==> src/rtl/cl_axi_mon_pkg.sv <==
// Shared definitions for the PCIS->DDR AXI4 transaction monitor.
//   ERR_* : bit positions inside the sticky error vector
//   ERR_W : width of the error vector
//   axi_len_t : AXI4 AxLEN field (burst length minus one)
//   burst_beats() : converts an AxLEN value into a beat count
package cl_axi_mon_pkg;

  localparam int ERR_AW_OVF   = 0;
  localparam int ERR_WLEN_MIS = 1;
  localparam int ERR_W_ORPHAN = 2;
  localparam int ERR_B_ORPHAN = 3;
  localparam int ERR_R_ORPHAN = 4;
  localparam int ERR_TIMEOUT  = 5;
  localparam int ERR_W        = 6;

  typedef logic [7:0]       axi_len_t;
  typedef logic [ERR_W-1:0] err_vec_t;

  // Beat count is one wider than AxLEN so that len=255 maps to 256.
  function automatic logic [8:0] burst_beats(input axi_len_t len);
    return {1'b0, len} + 9'd1;
  endfunction

endpackage

==> src/rtl/cl_axi_mon_if.sv <==
// Handshake-level view of one AXI4 port (AW, W, B, AR, R control signals only).
// Handshake rule on every channel: a transfer ("fire") happens on a rising clock
// edge where both valid and ready are high; the source holds valid and its
// payload stable until that edge, and ready may toggle freely.
// Modports:
//   master : drives valids/payload of AW, W, AR and the B/R readies
//   slave  : drives the AW/W/AR readies and B/R valids/payload
//   mon    : observes everything, drives nothing
interface cl_axi_mon_if;
  import cl_axi_mon_pkg::*;

  logic     awvalid;
  logic     awready;
  axi_len_t awlen;
  logic     wvalid;
  logic     wready;
  logic     wlast;
  logic     bvalid;
  logic     bready;
  logic     arvalid;
  logic     arready;
  axi_len_t arlen;
  logic     rvalid;
  logic     rready;
  logic     rlast;

  modport master (
    output awvalid, awlen, wvalid, wlast, bready, arvalid, arlen, rready,
    input  awready, wready, bvalid, arready, rvalid, rlast
  );

  modport slave (
    input  awvalid, awlen, wvalid, wlast, bready, arvalid, arlen, rready,
    output awready, wready, bvalid, arready, rvalid, rlast
  );

  modport mon (
    input awvalid, awready, awlen, wvalid, wready, wlast, bvalid, bready,
          arvalid, arready, arlen, rvalid, rready, rlast
  );
endinterface

==> src/rtl/cl_axi_mon_lenq.sv <==
// Synchronous FIFO of AW burst lengths awaiting their WLAST.
//   clk, rst (async, active high), clr (sync clear)
//   push/push_len : enqueue; ignored when full unless pop is accepted the same cycle
//   pop           : dequeue head; ignored when empty
//   full, empty, head : status and oldest entry
// DEPTH must be a power of two and at least 2 so the pointers wrap naturally.
module cl_axi_mon_lenq
  import cl_axi_mon_pkg::*;
#(
  parameter int DEPTH = 8
) (
  input  logic     clk,
  input  logic     rst,
  input  logic     clr,
  input  logic     push,
  input  axi_len_t push_len,
  input  logic     pop,
  output logic     full,
  output logic     empty,
  output axi_len_t head
);
  localparam int             PW       = $clog2(DEPTH);
  localparam logic [PW:0]    FULL_CNT = (PW+1)'(DEPTH);

  axi_len_t      mem_q [DEPTH];
  logic [PW-1:0] wr_ptr_q, wr_ptr_d, rd_ptr_q, rd_ptr_d;
  logic [PW:0]   cnt_q, cnt_d;
  logic          do_push, do_pop;

  assign empty   = (cnt_q == '0);
  assign full    = (cnt_q == FULL_CNT);
  assign head    = mem_q[rd_ptr_q];
  assign do_pop  = pop && !empty;
  // A pop frees the slot before the push lands, so full+pop+push is legal.
  assign do_push = push && (!full || do_pop);

  always_comb begin
    wr_ptr_d = wr_ptr_q;
    rd_ptr_d = rd_ptr_q;
    cnt_d    = cnt_q;
    if (clr) begin
      wr_ptr_d = '0;
      rd_ptr_d = '0;
      cnt_d    = '0;
    end else begin
      if (do_push) wr_ptr_d = wr_ptr_q + 1'b1;
      if (do_pop)  rd_ptr_d = rd_ptr_q + 1'b1;
      if (do_push && !do_pop)      cnt_d = cnt_q + 1'b1;
      else if (do_pop && !do_push) cnt_d = cnt_q - 1'b1;
    end
  end

  always_ff @(posedge clk or posedge rst) begin
    if (rst) begin
      wr_ptr_q <= '0;
      rd_ptr_q <= '0;
      cnt_q    <= '0;
    end else begin
      wr_ptr_q <= wr_ptr_d;
      rd_ptr_q <= rd_ptr_d;
      cnt_q    <= cnt_d;
    end
  end

  // Storage needs no reset: entries are only read while counted as occupied.
  always_ff @(posedge clk) begin
    if (do_push && !clr) mem_q[wr_ptr_q] <= push_len;
  end

endmodule

==> src/rtl/cl_axi_txn_mon.sv <==
// Passive AXI4 transaction checker for the PCIS->DDR path, feeding the debug ILA.
// Ports:
//   aclk, areset (async, active high), clr (sync clear of flags/counters/queue)
//   bus      : cl_axi_mon_if.mon, observed only
//   wr_outs  : AW accepted minus B accepted (saturating)
//   rd_outs  : AR accepted minus RLAST accepted (saturating)
//   err      : sticky {timeout, r_orphan, b_orphan, w_orphan, wlen_mis, aw_ovf}
//   trig     : one-cycle pulse whenever any err bit rises
// Optional feature macro CL_AXI_MON_PERF_EN adds wr_beats/rd_beats (wrapping
// W/R beat counters) and max_wr_outs (high-water mark of wr_outs).
module cl_axi_txn_mon
  import cl_axi_mon_pkg::*;
#(
  parameter int LENQ_DEPTH  = 8,
  parameter int OUTS_W      = 6,
  parameter int TIMEOUT_CYC = 4096
) (
  input  logic              aclk,
  input  logic              areset,
  input  logic              clr,
  cl_axi_mon_if.mon         bus,
  output logic [OUTS_W-1:0] wr_outs,
  output logic [OUTS_W-1:0] rd_outs,
  output err_vec_t          err,
  output logic              trig
`ifdef CL_AXI_MON_PERF_EN
  ,
  output logic [31:0]       wr_beats,
  output logic [31:0]       rd_beats,
  output logic [OUTS_W-1:0] max_wr_outs
`endif
);
  localparam int                WD_W     = (TIMEOUT_CYC < 2) ? 1 : $clog2(TIMEOUT_CYC + 1);
  localparam logic [WD_W-1:0]   WD_LIMIT = WD_W'(TIMEOUT_CYC);
  localparam logic [OUTS_W-1:0] OUTS_MAX = '1;

  logic aw_fire, w_fire, b_fire, ar_fire, r_fire, wlast_fire, any_fire, pending;
  logic q_push, q_pop, q_full, q_empty, bypass;
  axi_len_t q_head, exp_len;
  logic unused_arlen;

  logic [OUTS_W-1:0] wr_outs_q, wr_outs_d, rd_outs_q, rd_outs_d, wr_inc, rd_inc;
  logic [8:0]        wbeat_q, wbeat_d;
  logic [WD_W-1:0]   wdog_q, wdog_d;
  err_vec_t          err_q, err_d, err_new;
  logic              trig_q, trig_d;

  assign aw_fire    = bus.awvalid && bus.awready;
  assign w_fire     = bus.wvalid  && bus.wready;
  assign b_fire     = bus.bvalid  && bus.bready;
  assign ar_fire    = bus.arvalid && bus.arready;
  assign r_fire     = bus.rvalid  && bus.rready;
  assign wlast_fire = w_fire && bus.wlast;
  assign any_fire   = aw_fire || w_fire || b_fire || ar_fire || r_fire;
  assign pending    = (wr_outs_q != '0) || (rd_outs_q != '0) || !q_empty;
  assign unused_arlen = ^bus.arlen;

  // A WLAST arriving with the queue empty closes the burst whose AW fires in
  // the same cycle; that length is consumed directly and never enqueued.
  assign bypass = wlast_fire && q_empty && aw_fire;
  assign q_pop  = wlast_fire && !q_empty;
  assign q_push = aw_fire && !bypass;

  cl_axi_mon_lenq #(.DEPTH(LENQ_DEPTH)) u_lenq (
    .clk      (aclk),
    .rst      (areset),
    .clr      (clr),
    .push     (q_push),
    .push_len (bus.awlen),
    .pop      (q_pop),
    .full     (q_full),
    .empty    (q_empty),
    .head     (q_head)
  );

  always_comb begin
    err_new = '0;
    wbeat_d = wbeat_q;
    exp_len = q_head;
    wr_inc  = wr_outs_q;
    rd_inc  = rd_outs_q;
    wdog_d  = wdog_q;

    if (w_fire) begin
      if (bus.wlast) begin
        wbeat_d = '0;
        if (!q_empty || aw_fire) begin
          exp_len = q_empty ? bus.awlen : q_head;
          if ((wbeat_q + 9'd1) != burst_beats(exp_len)) err_new[ERR_WLEN_MIS] = 1'b1;
        end else begin
          err_new[ERR_W_ORPHAN] = 1'b1;
        end
      end else begin
        wbeat_d = wbeat_q + 9'd1;
      end
    end

    if (aw_fire && q_full && !q_pop) err_new[ERR_AW_OVF] = 1'b1;

    // B/RLAST are judged against the count after any same-cycle increment.
    if (aw_fire && (wr_outs_q != OUTS_MAX)) wr_inc = wr_outs_q + 1'b1;
    wr_outs_d = wr_inc;
    if (b_fire) begin
      if (wr_inc == '0) err_new[ERR_B_ORPHAN] = 1'b1;
      else              wr_outs_d = wr_inc - 1'b1;
    end

    if (ar_fire && (rd_outs_q != OUTS_MAX)) rd_inc = rd_outs_q + 1'b1;
    rd_outs_d = rd_inc;
    if (r_fire && bus.rlast) begin
      if (rd_inc == '0) err_new[ERR_R_ORPHAN] = 1'b1;
      else              rd_outs_d = rd_inc - 1'b1;
    end

    // Watchdog holds at the limit so the flag is raised exactly once.
    if (any_fire || !pending)     wdog_d = '0;
    else if (wdog_q != WD_LIMIT)  wdog_d = wdog_q + 1'b1;
    if ((TIMEOUT_CYC != 0) && (wdog_d == WD_LIMIT)) err_new[ERR_TIMEOUT] = 1'b1;

    err_d  = err_q | err_new;
    trig_d = |(err_new & ~err_q);

    if (clr) begin
      wbeat_d   = '0;
      wr_outs_d = '0;
      rd_outs_d = '0;
      wdog_d    = '0;
      err_d     = '0;
      trig_d    = 1'b0;
    end
  end

  always_ff @(posedge aclk or posedge areset) begin
    if (areset) begin
      wr_outs_q <= '0;
      rd_outs_q <= '0;
      wbeat_q   <= '0;
      wdog_q    <= '0;
      err_q     <= '0;
      trig_q    <= 1'b0;
    end else begin
      wr_outs_q <= wr_outs_d;
      rd_outs_q <= rd_outs_d;
      wbeat_q   <= wbeat_d;
      wdog_q    <= wdog_d;
      err_q     <= err_d;
      trig_q    <= trig_d;
    end
  end

  assign wr_outs = wr_outs_q;
  assign rd_outs = rd_outs_q;
  assign err     = err_q;
  assign trig    = trig_q;

`ifdef CL_AXI_MON_PERF_EN
  logic [31:0]       wr_beats_q, wr_beats_d, rd_beats_q, rd_beats_d;
  logic [OUTS_W-1:0] max_wr_q, max_wr_d;

  always_comb begin
    wr_beats_d = wr_beats_q + (w_fire ? 32'd1 : 32'd0);
    rd_beats_d = rd_beats_q + (r_fire ? 32'd1 : 32'd0);
    max_wr_d   = (wr_outs_d > max_wr_q) ? wr_outs_d : max_wr_q;
    if (clr) begin
      wr_beats_d = '0;
      rd_beats_d = '0;
      max_wr_d   = '0;
    end
  end

  always_ff @(posedge aclk or posedge areset) begin
    if (areset) begin
      wr_beats_q <= '0;
      rd_beats_q <= '0;
      max_wr_q   <= '0;
    end else begin
      wr_beats_q <= wr_beats_d;
      rd_beats_q <= rd_beats_d;
      max_wr_q   <= max_wr_d;
    end
  end

  assign wr_beats    = wr_beats_q;
  assign rd_beats    = rd_beats_q;
  assign max_wr_outs = max_wr_q;
`endif

endmodule
==> src/flat_wrapper.sv <==
// flat-port wrapper written by rule: the top's interface ports become plain ports
module cl_axi_txn_mon_flat import cl_axi_mon_pkg::*;
#(
  parameter int LENQ_DEPTH  = 8,
  parameter int OUTS_W      = 6,
  parameter int TIMEOUT_CYC = 4096
)
  (aclk, areset, clr, wr_outs, rd_outs, err, trig, bus_awvalid, bus_awready, bus_awlen, bus_wvalid, bus_wready, bus_wlast, bus_bvalid, bus_bready, bus_arvalid, bus_arready, bus_arlen, bus_rvalid, bus_rready, bus_rlast);
  cl_axi_mon_if bus_i ();
  input  logic aclk;
  input  logic areset;
  input  logic clr;
  output logic [OUTS_W-1:0] wr_outs;
  output logic [OUTS_W-1:0] rd_outs;
  output err_vec_t err;
  output logic trig;
  input wire logic [$bits(bus_i.awvalid)-1:0] bus_awvalid;
  input wire logic [$bits(bus_i.awready)-1:0] bus_awready;
  input wire logic [$bits(bus_i.awlen)-1:0] bus_awlen;
  input wire logic [$bits(bus_i.wvalid)-1:0] bus_wvalid;
  input wire logic [$bits(bus_i.wready)-1:0] bus_wready;
  input wire logic [$bits(bus_i.wlast)-1:0] bus_wlast;
  input wire logic [$bits(bus_i.bvalid)-1:0] bus_bvalid;
  input wire logic [$bits(bus_i.bready)-1:0] bus_bready;
  input wire logic [$bits(bus_i.arvalid)-1:0] bus_arvalid;
  input wire logic [$bits(bus_i.arready)-1:0] bus_arready;
  input wire logic [$bits(bus_i.arlen)-1:0] bus_arlen;
  input wire logic [$bits(bus_i.rvalid)-1:0] bus_rvalid;
  input wire logic [$bits(bus_i.rready)-1:0] bus_rready;
  input wire logic [$bits(bus_i.rlast)-1:0] bus_rlast;
  assign bus_i.awvalid = bus_awvalid;
  assign bus_i.awready = bus_awready;
  assign bus_i.awlen = bus_awlen;
  assign bus_i.wvalid = bus_wvalid;
  assign bus_i.wready = bus_wready;
  assign bus_i.wlast = bus_wlast;
  assign bus_i.bvalid = bus_bvalid;
  assign bus_i.bready = bus_bready;
  assign bus_i.arvalid = bus_arvalid;
  assign bus_i.arready = bus_arready;
  assign bus_i.arlen = bus_arlen;
  assign bus_i.rvalid = bus_rvalid;
  assign bus_i.rready = bus_rready;
  assign bus_i.rlast = bus_rlast;
  cl_axi_txn_mon #(.LENQ_DEPTH(LENQ_DEPTH), .OUTS_W(OUTS_W), .TIMEOUT_CYC(TIMEOUT_CYC)) u_core (.aclk(aclk), .areset(areset), .clr(clr), .bus(bus_i), .wr_outs(wr_outs), .rd_outs(rd_outs), .err(err), .trig(trig));
endmodule
==> config.mk <==
export PLATFORM = sky130hd
export DESIGN_NAME = cl_axi_txn_mon_flat
export DESIGN_NICKNAME = d
export VERILOG_FILES = /design/src/rtl/cl_axi_mon_pkg.sv /design/src/rtl/cl_axi_mon_if.sv /design/src/rtl/cl_axi_mon_lenq.sv /design/src/rtl/cl_axi_txn_mon.sv /design/src/flat_wrapper.sv
export SDC_FILE = /design/constraint.sdc
export NUM_CORES = 1
export LEC_CHECK = 0
export BUFFER_PORTS_ARGS = -buffer_cell sky130_fd_sc_hd__buf_2
export CAP_MARGIN = 5
export CORE_MARGIN = 2
export CORE_UTILIZATION = 50
export DETAILED_ROUTE_END_ITERATION = 10
export PLACE_DENSITY = 0.76
export SLEW_MARGIN = 25
export SYNTH_ARGS = -nofsm -noshare
export SYNTH_HDL_FRONTEND = slang
export SYNTH_SLANG_ARGS = --single-unit
export TNS_END_PERCENT = 100
==> constraint.sdc <==
create_clock -name aclk -period 7.1 [get_ports aclk]
set_input_delay 0.355 -clock aclk [delete_from_list [all_inputs] [get_ports aclk]]
set_output_delay 0.355 -clock aclk [all_outputs]
set_load 0.05 [all_outputs]
**Yosys cells after proc, flatten, opt, wreduce, memory -nomap -nowiden**

Memories as Yosys holds them, arrays and structs flattened.
Index checks and enable logic that the tools add are counted.

- Reductions and logical operators: 47
- Multiplexer cells: 37
- Equal/unequal tests: 6
- Add/sub/neg operators: 11
- Bitwise operators: 3

Operators with widths:

| cell | count |
|---|---|
| $mux 6 | 9 |
| $mux 13 | 3 |
| $mux 9 | 3 |
| $logic_and 1x1->1 | 20 |
| $add 13x1->13 const B | 1 |
| $eq 13x13->1 const B | 1 |
| $ne 13x13->1 const B | 1 |
| $add 6x1->6 const B | 2 |
| $logic_not 6->1 | 2 |
| $mux 1 | 12 |
| $mux 3 | 4 |
| $mux 4 | 3 |
| $ne 6x6->1 const B | 2 |
| $reduce_bool 6->1 | 2 |
| $sub 6x1->6 const B | 2 |
| $add 8x1->9 const B | 1 |
| $add 9x1->9 const B | 1 |
| $logic_or 1x1->1 | 9 |
| $ne 9x9->1 | 1 |
| $logic_not 1->1 | 8 |
| $mux 8 | 1 |
| $add 3x1->3 const B | 2 |
| $and 6x6->6 | 1 |
| $not 6->6 | 1 |
| 9 further kinds | 12 |

- Memories: 1
- Bits in writable memories: 64
- Input bits: 31
- Register bits: 51
- Word-level logic and storage cells: 114

Memory list:

| name | words | bits a word | read ports | clocked after memory_dff | wr ports | RTL line | text |
|---|---|---|---|---|---|---|---|
| u_core.u_lenq.mem_q | 8 | 8 | 1 | 0 | 1 | cl_axi_mon_lenq.sv:25 | `axi_len_t mem_q [DEPTH];` |

**Logic depth before layout (Yosys ltp)**

- Depth after elaboration: 12
- Gate-level depth with buffers: 13
- Mapped depth without buffers: 11

**Modules after synthesis**

A second synthesis with hierarchy kept.

- Cell total of the unflattened synthesis: 564
- Area total of the unflattened synthesis: 6408.6 um^2

Modules (own cells, without submodules):

| module | sequential area each (um^2) | cells an instance | instances | area an instance (um^2) |
|---|---|---|---|---|
| cl_axi_mon_lenq | 2172.1 | 179 | 1 | 3216.8 |
| cl_axi_txn_mon | 1026.0 | 385 | 1 | 3191.8 |

**Worst setup path after synthesis**

OpenSTA, ideal clock, no wires.

- Kind: register -> register
- Start point: reg u_core.u_lenq.cnt_q[3]
- End point: reg u_core.err_q[1] (netlist: u_core.err[1])
- Cell stages (with the launch flop): 13
- Buffers on the path: 3
- Arrival: 2.918 ns
- Data required time: 7.006 ns
- Slack: 4.089 ns
- Period minus slack after synthesis: 3.011 ns
- Library setup time: 0.094 ns
- Cell sequence: dfrtp_1 > buf_6 > nor4_4 > buf_6 > nand2_1 > o31ai_2 > ha_1 > clkbuf_1 > xnor3_1 > and3_1 > o21ai_1 > a2111oi_4 > a221oi_2

- Word-level cells in the longest chain between the ends: 10
- Elaborated cells between the ends (all ways): 12

Ends and longest elaborated chain:

| item | RTL line | text |
|---|---|---|
| start, declared | cl_axi_mon_lenq.sv:27 | `logic [PW:0] cnt_q, cnt_d;` |
| start signal, assigned | cl_axi_mon_lenq.sv:61 | `cnt_q <= cnt_d;` |
| $logic_not 4->1 * | cl_axi_mon_lenq.sv:30 | `assign empty = (cnt_q == '0);` |
| $mux 8 | cl_axi_txn_mon.sv:88 | `exp_len = q_empty ? bus.awlen : q_head;` |
| $add 8x1->9 | cl_axi_mon_pkg.sv:21 | `return {1'b0, len} + 9'd1;` |
| $ne 9x9->1 | cl_axi_txn_mon.sv:89 | `if ((wbeat_q + 9'd1) != burst_beats(exp_len)) err_new[ERR_WLEN_MIS] = 1'b1;` |
| $mux 1 | cl_axi_txn_mon.sv:89 |  |
| $mux 1 * | cl_axi_txn_mon.sv:87 | `if (!q_empty \|\| aw_fire) begin` |
| $mux 2 * | cl_axi_txn_mon.sv:85 | `if (bus.wlast) begin` |
| $mux 2 * | cl_axi_txn_mon.sv:84 | `if (w_fire) begin` |
| $or 6x6->6 * | cl_axi_txn_mon.sv:120 | `err_d = err_q \| err_new;` |
| $mux 6 * | cl_axi_txn_mon.sv:123 | `if (clr) begin` |
| named net u_core.err_d[1] | cl_axi_txn_mon.sv:45 | `err_vec_t err_q, err_d, err_new;` |
| end signal, assigned | cl_axi_txn_mon.sv:146 | `err_q <= err_d;` |
| end, declared | cl_axi_txn_mon.sv:45 |  |

The timed path passes the listed nets; every way through them passes the cells marked *.
A chain may end at the register's enable or synchronous reset.

**Worst setup path after layout**

- Start point: reg u_core.u_lenq.rd_ptr_q[1]
- End point: reg u_core.err_q[1] (netlist: u_core.err[1])

- Word-level cells in the longest chain between the ends: 10

Ends and longest elaborated chain:

| item | RTL line | text |
|---|---|---|
| start, declared | cl_axi_mon_lenq.sv:26 | `logic [PW-1:0] wr_ptr_q, wr_ptr_d, rd_ptr_q, rd_ptr_d;` |
| start signal, assigned | cl_axi_mon_lenq.sv:60 | `rd_ptr_q <= rd_ptr_d;` |
| $mem_v2 8x8 | - |  |
| $mux 8 | cl_axi_txn_mon.sv:88 |  |
| $add 8x1->9 | cl_axi_mon_pkg.sv:21 |  |
| $ne 9x9->1 | cl_axi_txn_mon.sv:89 |  |
| $mux 1 | cl_axi_txn_mon.sv:89 |  |
| $mux 1 | cl_axi_txn_mon.sv:87 |  |
| $mux 2 | cl_axi_txn_mon.sv:85 |  |
| $mux 2 | cl_axi_txn_mon.sv:84 |  |
| $or 6x6->6 | cl_axi_txn_mon.sv:120 |  |
| $mux 6 | cl_axi_txn_mon.sv:123 |  |
| named net u_core.err_d[1] | cl_axi_txn_mon.sv:45 |  |

The timed path passes the listed nets, and every way through them passes these cells.

==> qor.txt <==
Longest Clk Path Bufs: 2
Routed WL: 13,010 um
Finished Layout Cells: 779
Sink Count: 115
Setup TNS: 0 ns
Drt wl/cell: 16.70 um
Syn Inst Count: 553
Register area share after synthesis: 50.46%
Setup Skew: 0.009399 ns
Detail Route Antenna Nets: 0
Ant diodes: 0
CTS clk-pin slew, worst paths: 0.05 ns
Number of synthesized flops with an enable pin: 64
CTS Buf Count: 17
Via-to-Cell Ratio: 5.671
Syn nets: 599
Power Dens Cells: 303.1 mW/mm2
Yosys warning count: 0
LEAKAGE: 2.755 nW
Clk_lat worst skew: 0.41 ns
DR WL met3: 649 um
Number of max-cap violations: 0
FFs w/ async S/R, synth: 44.35%
Routed metal-1 wire length: 5742 um
First-pass GRT wire length: 20,700 um
R2r worst-path depth: 9
Die X: 116.6 um
Final period util: 53.33%
Footprint of the multi-input gates: 0.002952 mm2
CP Max Fanout: 22
Netlist cell types: 72
Initial Util: 50.63%
FF/Latch Area: 0.003198 mm2
Final #Nets: 641
Worst EP required: 7.42 ns
CP endpoint kind: flip-flop
# fillers: 1,015
Mapped Area: 0.006337 mm2
Post-CTS sizing: 0
Die height: 116.6 um
Fraction of layout cells with a size suffix above 1: 18.29%
Commonest cells after routing, fill and taps aside: 78 x nor2_1, 64 x edfxtp_1, 51 x dfrtp_1
Via count: 4,418
Fmax: 264.1 MHz
DR DRC count: 0
FP Rows: 41
CTS tree: done
Commonest non-fill, non-tap cell in the layout: nor2_1
Crit Path Category: flip-flop to flip-flop
CP arrival: 4.11 ns
# setup viols final: 0
CP startpoint kind: flip-flop
Top Metal Used: met4
Seq cells post-synth: 115
Ports: 50
Area growth, synth to finish: 14.43%
Crit path from: u_core.u_lenq.rd_ptr_q[1]
Min Tclk post-route: 3.786 ns
Initial antenna violation count: 0
Largest net degree at the start of global routing: 52
R2R setup slack: 3.31 ns
Hold buffer count at CTS: 0
Initial detailed-routing violation count: 350
Placed cells: 747
Slew headroom: 32.40%
WL met2: 6401 um
Reg-to-reg startpoint: u_core.u_lenq.rd_ptr_q[1]
Total GRT Usage: 20.10%
Ys flop type: edfxtp_1
Syn_area_per_cell: 11.46 um2
Vias in the first global route: 4,142
Post-CTS setup buffer count: 0
H-tree levels: 4
Slew Viols, Final: 0
Grt ovf: 0
RSZ-0062 raised after global routing: false
Port-buffer cells: 41
Hold Vio Cnt, Final: 0
Worst slew pin tran: 1.010 ns
Die area: 0.01359 mm2
CORE AREA: 0.01252 mm2
Status: completed
Peak VDD IR: 0.2014 mV
Clk Tree Root Cell: clkbuf_16
Post-DP HPWL: 8693 um
Reg-to-Reg End: u_core.err[1]
Hold Path Class: primary input to async pin
GPL Wtd Cong: 0.8961
Drt first pass iters: 5
-- Yosys cell counts, types with 3 or more instances --
cell	count	area [um2]
nor2_1	78	292.8
edfxtp_1	64	1922
dfrtp_1	51	1276
nand2_1	40	150.1
xnor2_1	34	297.8
o21ai_0	22	110.1
nand3_1	18	90.09
xor2_1	18	157.7
a21oi_1	17	85.08
nor3_1	15	75.07
ha_1	14	175.2
inv_1	14	52.55
clkbuf_1	12	45.04
and3_1	10	62.56
mux4_1	10	262.8
mux2_2	9	101.4
or3_1	9	56.30
a31oi_1	8	50.05
mux2i_1	8	80.08
nor4_1	8	50.05
nand4_1	7	43.79
buf_6	6	67.56
nand2b_1	6	37.54
or2_2	6	37.54
a221oi_2	3	45.04
a22o_1	3	26.28
and2_1	3	18.77
mux4_2	3	67.56
nor3b_1	3	22.52
-- critical path, cell delays in order (launching register included) --
cell and delay [ns]:
dfrtp_1 0.98, mux2_2 0.32, o22ai_1 0.09, o31ai_2 0.56, ha_1 0.45, xnor3_1 0.45
and3_1 0.19, o21ai_1 0.26, a2111oi_4 0.14, a221oi_2 0.25
-- per-stage QoR --
stage	hold slack (ns)	cell area [um2]	power, mW	setup slack (ns)	util [%]
6_report	0.02201	7252	2.198	3.314	57.94
5_1_grt	0.07887	7252	2.295	3.076	57.94
4_1_cts	0.05117	7244	2.202	3.360	57.88
3_5_place_dp	0.4873	6640	1.334	3.385	53.05
3_3_place_gp	0.4931	6638	1.311	3.457	53.03
2_1_floorplan	0.4539	6337	1.237	4.089	-
-- report_power, final --
| group | leakage, nW | switching [mW] | total (mW) | internal, mW |
|---|---|---|---|---|
| logic | 1.19 | 0.326 | 0.544 | 0.218 |
| clock network | 0.287 | 0.314 | 0.867 | 0.554 |
| registers | 1.28 | 0.0510 | 0.786 | 0.735 |
| total | 2.75 | 0.691 | 2.20 | 1.51 |
-- layout make-up --
class	count	share of cell area (%)
clock inverter	14	2.467
sequential	115	44.10
inverter	14	0.7591
timing repair buffer	44	3.140
multi-input combinational	403	40.70
tap	172	2.968
clock buffer	17	5.866
-- metal layers --
| metal | global-route usage, % | vias up |
|---|---|---|
| li1 | - | 2129 |
| met1 | 26.19 | 2132 |
| met2 | 33.18 | 137 |
| met3 | 4.307 | 20 |
| met4 | 7.843 | 0 |
| met5 | 0 | - |
-- sequential cells by signal, summed over array words and instances (netlist names) --
signal	count
u_core.u_lenq.mem_q	64
u_core.wdog_q	13
u_core.wbeat_q	9
u_core.err	6
u_core.rd_outs	6
u_core.wr_outs	6
u_core.u_lenq.cnt_q	4
u_core.u_lenq.rd_ptr_q	3
u_core.u_lenq.wr_ptr_q	3
u_core.trig	1
-- logic make-up after synthesis --
group | Yosys count | share of synthesized area [%]
fa+ha+maj | 16 | 3.238
simple gates | 216 | 16.82
xor+xnor | 54 | 7.799
flops | 115 | 50.46
buf+inv | 35 | 2.961
mux | 31 | 8.430
compound gates | 86 | 10.29
-- worst max-delay path by stage --
| stage | endpoint | depth (start not counted) |
|---|---|---|
| after floorplan | u_core.err[1] | 12 |
| after global placement | u_core.err[1] | 9 |
| after detailed placement | u_core.err[1] | 9 |
| after CTS | u_core.err[1] | 9 |
| after global routing | u_core.err[1] | 9 |
| final | u_core.err[1] | 9 |
(Power assumes the default switching activity.)
